===== config.mk =====
export PLATFORM = sky130hd
export DESIGN_NAME = ego1_seq_ctrl
export DESIGN_NICKNAME = d
export VERILOG_FILES = /design/src/rtl/ego1_seq_ctrl.sv
export SDC_FILE = /design/constraint.sdc
export NUM_CORES = 1
export LEC_CHECK = 0
export BUFFER_PORTS_ARGS = -buffer_cell sky130_fd_sc_hd__clkbuf_2
export CORE_MARGIN = 1
export CORE_UTILIZATION = 59
export DETAILED_ROUTE_END_ITERATION = 7
export PLACE_DENSITY = 0.78
export SYNTH_ARGS = -nofsm -noshare
export SYNTH_HDL_FRONTEND = slang
export SYNTH_SLANG_ARGS = --single-unit
export TNS_END_PERCENT = 20

===== constraint.sdc =====
create_clock -name sys_clk_in -period 2.35 [get_ports sys_clk_in]
set_input_delay 0 -clock sys_clk_in [delete_from_list [all_inputs] [get_ports sys_clk_in]]
set_output_delay 0 -clock sys_clk_in [all_outputs]
set_load 0.1 [all_outputs]

===== src/rtl/ego1_seq_ctrl.sv =====
// ego1_seq_ctrl: clocked sequencer for the two-input (x2,x1), two-state-variable
// (y2,y1) machine with output z. It synchronises and debounces the buttons, then
// admits one input change at a time. For each change it iterates the next-state
// equations until Y is stable, and shows state, inputs, status and z on led_pin.
// Optional build macro STEP_TRACE_EN adds an 8-bit counter of Y-changing
// evaluations, shown on led_pin[15:8]. When the macro is undefined those bits are 0.
module ego1_seq_ctrl #(
   parameter int unsigned      DEB_W      = 20,
   parameter logic [DEB_W-1:0] DEB_CYCLES = 20'd1000000,
   parameter int unsigned      MAX_ITER   = 4
) (
   input  logic        sys_clk_in,
   input  logic        sys_rst_n,
   input  logic        btn_x2,
   input  logic        btn_x1,
   output logic [15:0] led_pin
);

   localparam int unsigned      IW        = (MAX_ITER > 1) ? $clog2(MAX_ITER) : 1;
   localparam logic [IW-1:0]    ITER_LAST = IW'(MAX_ITER - 1);
   localparam logic [DEB_W-1:0] DEB_LAST  = DEB_CYCLES - DEB_W'(1);

   typedef enum logic [1:0] {S_IDLE, S_EVAL, S_DONE, S_ERR} state_t;

   // Bit 1 of every X/Y vector is x2/y2 and bit 0 is x1/y1.
   logic [1:0]       r_sync1;
   logic [1:0]       r_sync2;
   logic [1:0]       r_xd;
   logic [1:0]       r_prev_x;
   logic [1:0]       r_y;
   logic [DEB_W-1:0] r_deb_cnt [2];
   state_t           r_state;
   logic [IW-1:0]    r_iter;
   logic             r_busy;
   logic             r_done;
   logic             r_err;
   logic             r_z;

   logic             w_n1;
   logic             w_n2;
   logic [1:0]       w_next;
   logic [1:0]       w_xdiff;
   logic [7:0]       w_trace;

   // Two-flop synchronisers bring both raw buttons into the clock domain.
   always_ff @(posedge sys_clk_in or negedge sys_rst_n) begin
      if (!sys_rst_n) begin
         r_sync1 <= '0;
         r_sync2 <= '0;
      end else begin
         // NOTE: non-blocking so each stage samples the pre-edge value; blocking would merge the two stages.
         r_sync1 <= {btn_x2, btn_x1};
         r_sync2 <= r_sync1;
      end
   end

   // Per-button debounce: a new level is accepted only after DEB_CYCLES stable cycles.
   always_ff @(posedge sys_clk_in or negedge sys_rst_n) begin
      if (!sys_rst_n) begin
         r_xd <= '0;
         // NOTE: the counter array is ordinary state, so each entry is reset explicitly rather than left undefined.
         r_deb_cnt[0] <= '0;
         r_deb_cnt[1] <= '0;
      end else begin
         for (int i = 0; i < 2; i++) begin
            if (r_sync2[i] == r_xd[i]) begin
               r_deb_cnt[i] <= '0;
            end else if (r_deb_cnt[i] == DEB_LAST) begin
               r_xd[i]      <= r_sync2[i];
               r_deb_cnt[i] <= '0;
            end else begin
               r_deb_cnt[i] <= r_deb_cnt[i] + DEB_W'(1);
            end
         end
      end
   end

   // Next-state equations and input-change detection on the registered X and Y.
   always_comb begin
      // NOTE: defaults first so that no path through this block can infer a latch.
      w_n1    = 1'b0;
      w_n2    = 1'b0;
      w_xdiff = r_xd ^ r_prev_x;
      w_n1    = r_xd[0] | (r_y[0] & ~(r_xd[1] & r_y[1]));
      w_n2    = (~r_xd[1] & ~r_xd[0] & r_y[0]) | (r_xd[1] & r_y[1]);
      w_next  = {w_n2, w_n1};
   end

   // Sequencer: admit one input change, iterate Y to a fixed point, flag errors.
   always_ff @(posedge sys_clk_in or negedge sys_rst_n) begin
      if (!sys_rst_n) begin
         r_state  <= S_IDLE;
         r_prev_x <= '0;
         r_y      <= '0;
         r_iter   <= '0;
         r_busy   <= 1'b0;
         r_done   <= 1'b0;
         r_err    <= 1'b0;
      end else begin
         case (r_state)
            S_IDLE: begin
               if (w_xdiff != 2'b00) begin
                  r_prev_x <= r_xd;
                  r_done   <= 1'b0;
                  if (w_xdiff == 2'b11) begin
                     // Both inputs moved at once, so the fundamental-mode assumption is broken.
                     r_state <= S_ERR;
                     r_err   <= 1'b1;
                  end else begin
                     r_state <= S_EVAL;
                     r_iter  <= '0;
                     r_busy  <= 1'b1;
                  end
               end
            end
            S_EVAL: begin
               r_y    <= w_next;
               r_iter <= r_iter + IW'(1);
               if (w_next == r_y) begin
                  r_state <= S_DONE;
                  r_done  <= 1'b1;
               end else if (r_iter == ITER_LAST) begin
                  r_state <= S_ERR;
                  r_busy  <= 1'b0;
                  r_err   <= 1'b1;
               end
            end
            S_DONE: begin
               r_state <= S_IDLE;
               r_busy  <= 1'b0;
            end
            S_ERR: begin
               // Y stays frozen until both inputs are released.
               if (r_xd == 2'b00) begin
                  r_state  <= S_IDLE;
                  r_err    <= 1'b0;
                  r_prev_x <= 2'b00;
               end
            end
            default: r_state <= S_IDLE;
         endcase
      end
   end

   // Machine output z, registered from the registered X and Y.
   always_ff @(posedge sys_clk_in or negedge sys_rst_n) begin
      if (!sys_rst_n) begin
         r_z <= 1'b0;
      end else begin
         r_z <= r_xd[1] & r_y[1];
      end
   end

`ifdef STEP_TRACE_EN
   logic [1:0] r_y_entry;
   logic [7:0] r_trace;

   // Counts completed evaluations whose final Y differs from Y at evaluation entry.
   always_ff @(posedge sys_clk_in or negedge sys_rst_n) begin
      if (!sys_rst_n) begin
         r_y_entry <= '0;
         r_trace   <= '0;
      end else begin
         if (r_state == S_IDLE && (w_xdiff == 2'b01 || w_xdiff == 2'b10)) begin
            r_y_entry <= r_y;
         end
         if (r_state == S_DONE && r_y != r_y_entry) begin
            r_trace <= r_trace + 8'd1;
         end
      end
   end

   assign w_trace = r_trace;
`else
   assign w_trace = 8'h00;
`endif

   // Every LED bit comes straight from a flop, so the LEDs never glitch.
   assign led_pin = {w_trace, r_z, r_err, r_done, r_busy, r_xd[1], r_xd[0], r_y[0], r_y[1]};

endmodule

Word-level counts from Yosys, hierarchy flattened
Cells that the tools add are included.
- bits in registers: 58
- bits of input ports: 4
- output and inout bits: 16
- add/subtract/negate cells: 3
- eq/ne operators: 18
- multiplexer cells: 29
- bitwise operators: 12
- reductions and logical operators: 15
- operators with widths (kind ; number):
    two-way mux 20 bit ; 4
    adder 20 x 1 -> 20 bit, second input constant ; 2
    equality test 20 bit, second input constant ; 2
    two-way mux 2 bit ; 8
    inequality test 2 bit, second input constant ; 7
    AND reduction 3 bit ; 4
    two-way mux 1 bit ; 11
    equality test 2 bit, second input constant ; 4
    case mux 2 bit (2 select lines) ; 2
    case mux 2 bit (4 select lines) ; 1
    case mux 1 bit (3 select lines) ; 2
    AND reduction 6 bit ; 1
    nonzero test 2 bit ; 3
    nonzero test 3 bit ; 2
    NOT 1 bit ; 5
    AND reduction 5 bit ; 1
    AND 1 bit ; 4
    zero test 2 bit ; 2
    AND reduction 2 bit ; 2
    inequality test 3 bit, second input constant ; 1
    adder 2 x 1 -> 2 bit, second input constant ; 1
    equality test 1 bit ; 2
    equality test 2 x 1 -> 1 bit, second input constant ; 1
    equality test 2 bit ; 1
    3 further kinds ; 4

Longest topological paths before layout
- depth after elaboration: 7
- mapped depth: 8
- depth with buffers taken out: 6

Least setup slack after synthesis
Ideal clock, no wire load.
- path type: flip-flop to flip-flop
- start: register r_xd[1]
- end: register r_state[1]
- data arrival time: 2.054 ns
- data required time: 2.271 ns
- path slack: 0.217 ns
- stages on the path, launching flop included: 7
- buffers on the path: 1
- cells stage by stage: dfrtp_1 buf_2 nor2_1 nor3_1 nor3_1 a21oi_1 mux2i_1
- cells in the longest elaborated chain, start to end: 7
- ends and longest elaborated chain (what ; RTL line ; RTL):
    start, declared ; 28 ; logic [1:0] r_xd;
    start signal, assigned by index ; 69 ; r_xd[i] <= r_sync2[i];
    AND 1 bit or NOT 1 bit (tied branches) ; 84, 85 ;
    NOT 1 bit or AND 1 bit (tied branches) ; 84, 85 ;
    AND 1 bit (on tied branches) ; 84, 85 ;
    bitwise OR 1 bit (on tied branches) ; 84, 85 ;
    equality test 2 bit ; 119 ; if (w_next == r_y) begin
    two-way mux 2 bit or inequality test 3 bit (tied branches) ; n/a ;
    case mux 2 bit (4 select lines) or AND reduction 3 bit (tied branches) ; n/a ;
    end signal, assigned ; 107 ; r_state <= S_ERR;
    end signal, assigned ; 120 ; r_state <= S_DONE;
    end signal, assigned ; 123 ; r_state <= S_ERR;
    end, declared ; 32 ; state_t r_state;
Parallel ways exist; a longest one is shown, timed or not. The select of a mux whose other input is x is not followed.
A chain may end at the register's enable or synchronous reset.

Worst setup path after layout
- start: register r_xd[0]
- end: register r_state[1]
- cells in the longest elaborated chain, start to end: 7
- ends and longest elaborated chain (what ; RTL line ; RTL):
    NOT 1 bit ; 85 ; w_n2 = (~r_xd[1] & ~r_xd[0] & r_y[0]) | (r_xd[1] & r_y[1]);
    AND 1 bit (2 in a row) ; 85 ;
    bitwise OR 1 bit ; 85 ;
    equality test 2 bit ; 119 ;
    two-way mux 2 bit or inequality test 3 bit (tied branches) ; n/a ;
    case mux 2 bit (4 select lines) or AND reduction 3 bit (tied branches) ; n/a ;
    end signal, assigned ; 92 ; r_state <= S_IDLE;
    end signal, assigned ; 120 ;
    end signal, assigned ; 123 ;
Parallel ways exist; a longest one is shown, timed or not. The select of a mux whose other input is x is not followed.

==> impl_metrics.py <==
metrics = {
    "die": {
        "die-area_um2": 5310,
        "ioPinCount": 20,
        "coreArea_um2": 4790,
        "initial_core_util_pct": 61.9,
        "core.rowCount": 25,
        "die_x_um": 72.9,
        "die_h_um": 72.9,
    },
    "worst_setup_path": {
        "reg2reg_from": "r_xd[0]",
        "start_kind": "register",
        "rr_endpoint": "r_state[1]",
        "criticalPathCategory": "register to register",
        "cp_max_fo": 12,
        "crit_path_end_kind": "register",
        "regToRegSetupSlack_ns": 0.47,
        "crit_start": "r_xd[0]",
        "worstPathRequired_ns": 2.61,
        "critPathArrivalTime_ns": 2.14,
        "reg2reg_depth": 5,
    },
    "final_layout": {
        "nNetsFinal": 325,
        "drive_gt1_share_pct": 12.5,
        "antennaDiodeCount": 0,
        "layout.filler_cells": 388,
        "syn_to_final_growth_pct": 9.80,
    },
    "routing": {
        "route.met2.wl_um": 2360,
        "vias_per_cell": 5.34,
        "via_count": 2060,
        "firstDrtPassIters": 4,
        "drt-initial-drc-count": 82,
        "wl_per_cell_um": 13.1,
        "wl_met3_um": 164,
        "wirelength_met1_um": 2390,
        "ant_nets": 0,
        "highest_layer": "met4",
        "wl_um": 5040,
        "drc": 0,
    },
    "global_routing": {
        "grt_max_degree": 59,
        "antenna_found_initial": 0,
        "grt_first_pass_wirelength_um": 8860,
        "grt_overflow": 0,
        "grt_pass1_vias": 2003,
        "track_usage_pct": 22.6,
    },
    "cts": {
        "htree_levels": 3,
        "cts_tree": "done",
        "clkSinkCount": 58,
        "clock_path_buffers": 2,
        "cts_resized": 0,
        "clock_latency_ns": 0.34,
        "cts.clk_slew.worst_paths_ns": 0.07,
        "cts-root-buf": "clkbuf_8",
        "cts_buffers": 9,
    },
    "timing": {
        "tns_ns": 0,
        "fin_crit_sh_pct": 80.1,
        "whs_ns": 0.306,
        "relSlewSlack_pct": 53.4,
        "rsz0062_at_grt": "no",
        "max_freq_mhz": 532,
        "hold_viol": 0,
        "finalCriticalPeriod_ns": 1.88,
        "setup_ws_ns": 0.469,
        "setup_viol": 0,
        "finClkSkew_ns": 0.00498,
        "drv_slew": 0,
        "tightest_slew_ns": 0.699,
    },
    "yosys": {
        "yosys.area_share.simple_pct": 22.5,
        "synthesis.area_um2": 2960,
        "synth_top_family_by_area": "simple AND/OR/NAND/NOR gates",
        "synth_top_area_share_pct": 49.0,
        "yosysSeqAreaShare_pct": 49.0,
        "synth_warnings": 0,
        "synth_edf_count": 0,
        "synth-xor-area-share_pct": 12.4,
        "async_flop_share_pct": 100,
        "synth_fa_ha_area_share_pct": 2.96,
        "synth_mux_area_share_pct": 1.56,
        "synthFlopType": "dfrtp_1",
        "synth_area_leader_cell": "dfrtp_1",
        "synth_common_cells": "58 x dfrtp_1, 47 x nor2_1, 22 x nand2_1",
        "synthTopCellsByArea": "dfrtp_1 49%, xor2_1 6.2%, nor2_1 6.0%",
        "syn_area_per_cell_um2": 9.98,
        "synth_cell_types": 45,
        "synth_compound_area_share_pct": 5.70,
        "syn_inst": 297,
        "ys_seq_elements": 58,
        "synth.most_common_cell": "dfrtp_1",
    },
    "run_status": {
        "status": "complete, no violations",
    },
    "power": {
        "pwr_density_cell_nw_per_um2": 634,
        "p_total_mw": 2.06,
        "ir_drop_mv": 0.407,
        "p_leak_nw": 1.48,
    },
    "worst_hold_path": {
        "holdCritStartpoint": "btn_x2",
        "min_path_type": "primary input to register",
        "hold_path_depth": 2,
        "min_to": "r_sync1[1]",
    },
    "placed_design": {
        "port_buffers": 11,
        "dp_slack_ns": 0.494,
        "finalWeightedCongestion": 0.835,
        "dp_hpwl_um": 3390,
    },
    "run": {
        "maxCapViolations": 0,
    },
}
through the flow:
step / area [um2] / utilization [%] / std cells
after global placement: 3020 / 63.1 / 367
after detailed placement: 3020 / 63.1 / 367
final: 3250 / 68.0 / 386
after CTS: 3250 / 68.0 / 386
after floorplan: 2990 / - / 304
after global routing: 3250 / 68.0 / 386
critical path, cell delays in order (launching register included):
cell and delay, ns:
dfrtp_1 0.52, nand2b_1 0.24, nor3_1 0.40, nor3_1 0.13, a21oi_1 0.29, mux2i_1 0.22
cell families after synthesis:
| group | Yosys count |
|---|---|
| and+or+nand+nor | 134 |
| DFF | 58 |
| xor gates and xnor gates | 41 |
| buffers and inverters | 27 |
| AOI/OAI and AO/OA | 25 |
| adders and majority gates | 7 |
| muxes | 4 |
| other | 1 |
cell usage in the layout (no fill, tap or decap), types with 5 or more instances in the layout:
| master | instances |
|---|---|
| clkbuf_8 | 11 |
| dfrtp_1 | 58 |
| conb_1 | 8 |
| xnor2_1 | 19 |
| xor2_1 | 21 |
| ha_1 | 7 |
| nand3_1 | 16 |
| nor2_1 | 47 |
| and3_1 | 6 |
| buf_4 | 5 |
| nand2_1 | 22 |
| clkbuf_2 | 11 |
| inv_1 | 7 |
| nor3_1 | 11 |
| o21ai_0 | 7 |
| nand4_1 | 8 |
where the power goes:
group	switching, mW	leakage [nW]	internal (mW)
combinational	0.0936	0.577	0.0185
sequential	0.0107	0.796	1.01
clock	0.387	0.105	0.541
total	0.491	1.48	1.57
timing repair:
action                                 4_1_cts  5_1_grt
endpoints found under the hold margin       60        0
hold buffers                                 3        0
setup endpoints to repair                    0        0
setup buffers                                0        0
registers in the layout, indices dropped and copies added (netlist names), 2 cells and up:
register   count
r_sync2        2
r_state        2
r_iter         2
r_prev_x       2
r_deb_cnt     40
r_y            2
r_xd           2
r_sync1        2
layer usage:
layer  up-vias  GRT usage [%]
li1       1022              -
met3        11           5.39
met4         0           13.1
met1       992           29.4
met5         -              0
met2        35           34.8
layout make-up:
class | count | area (um2) | area share (%)
timing repair buffer | 19 | 123 | 3.77
tap | 67 | 83.8 | 2.58
clock buffer | 11 | 151 | 4.65
sequential | 58 | 1450 | 44.6
clock inverter | 5 | 52.6 | 1.62
inverter | 7 | 26.3 | 0.808
multi-input combinational | 219 | 1370 | 42.0
worst max-delay path by stage:
stage | to | slack, ns | cells past startpoint
6_report | r_state[1] | 0.47 | 5
4_1_cts | r_deb_cnt[2] | 0.48 | 7
2_1_floorplan | r_state[1] | 0.22 | 6
3_5_place_dp | r_deb_cnt[9] | 0.49 | 7
3_3_place_gp | r_deb_cnt[8] | 0.52 | 7
5_1_grt | r_deb_cnt[12] | 0.35 | 7
Power figures use the tool's default switching activity.
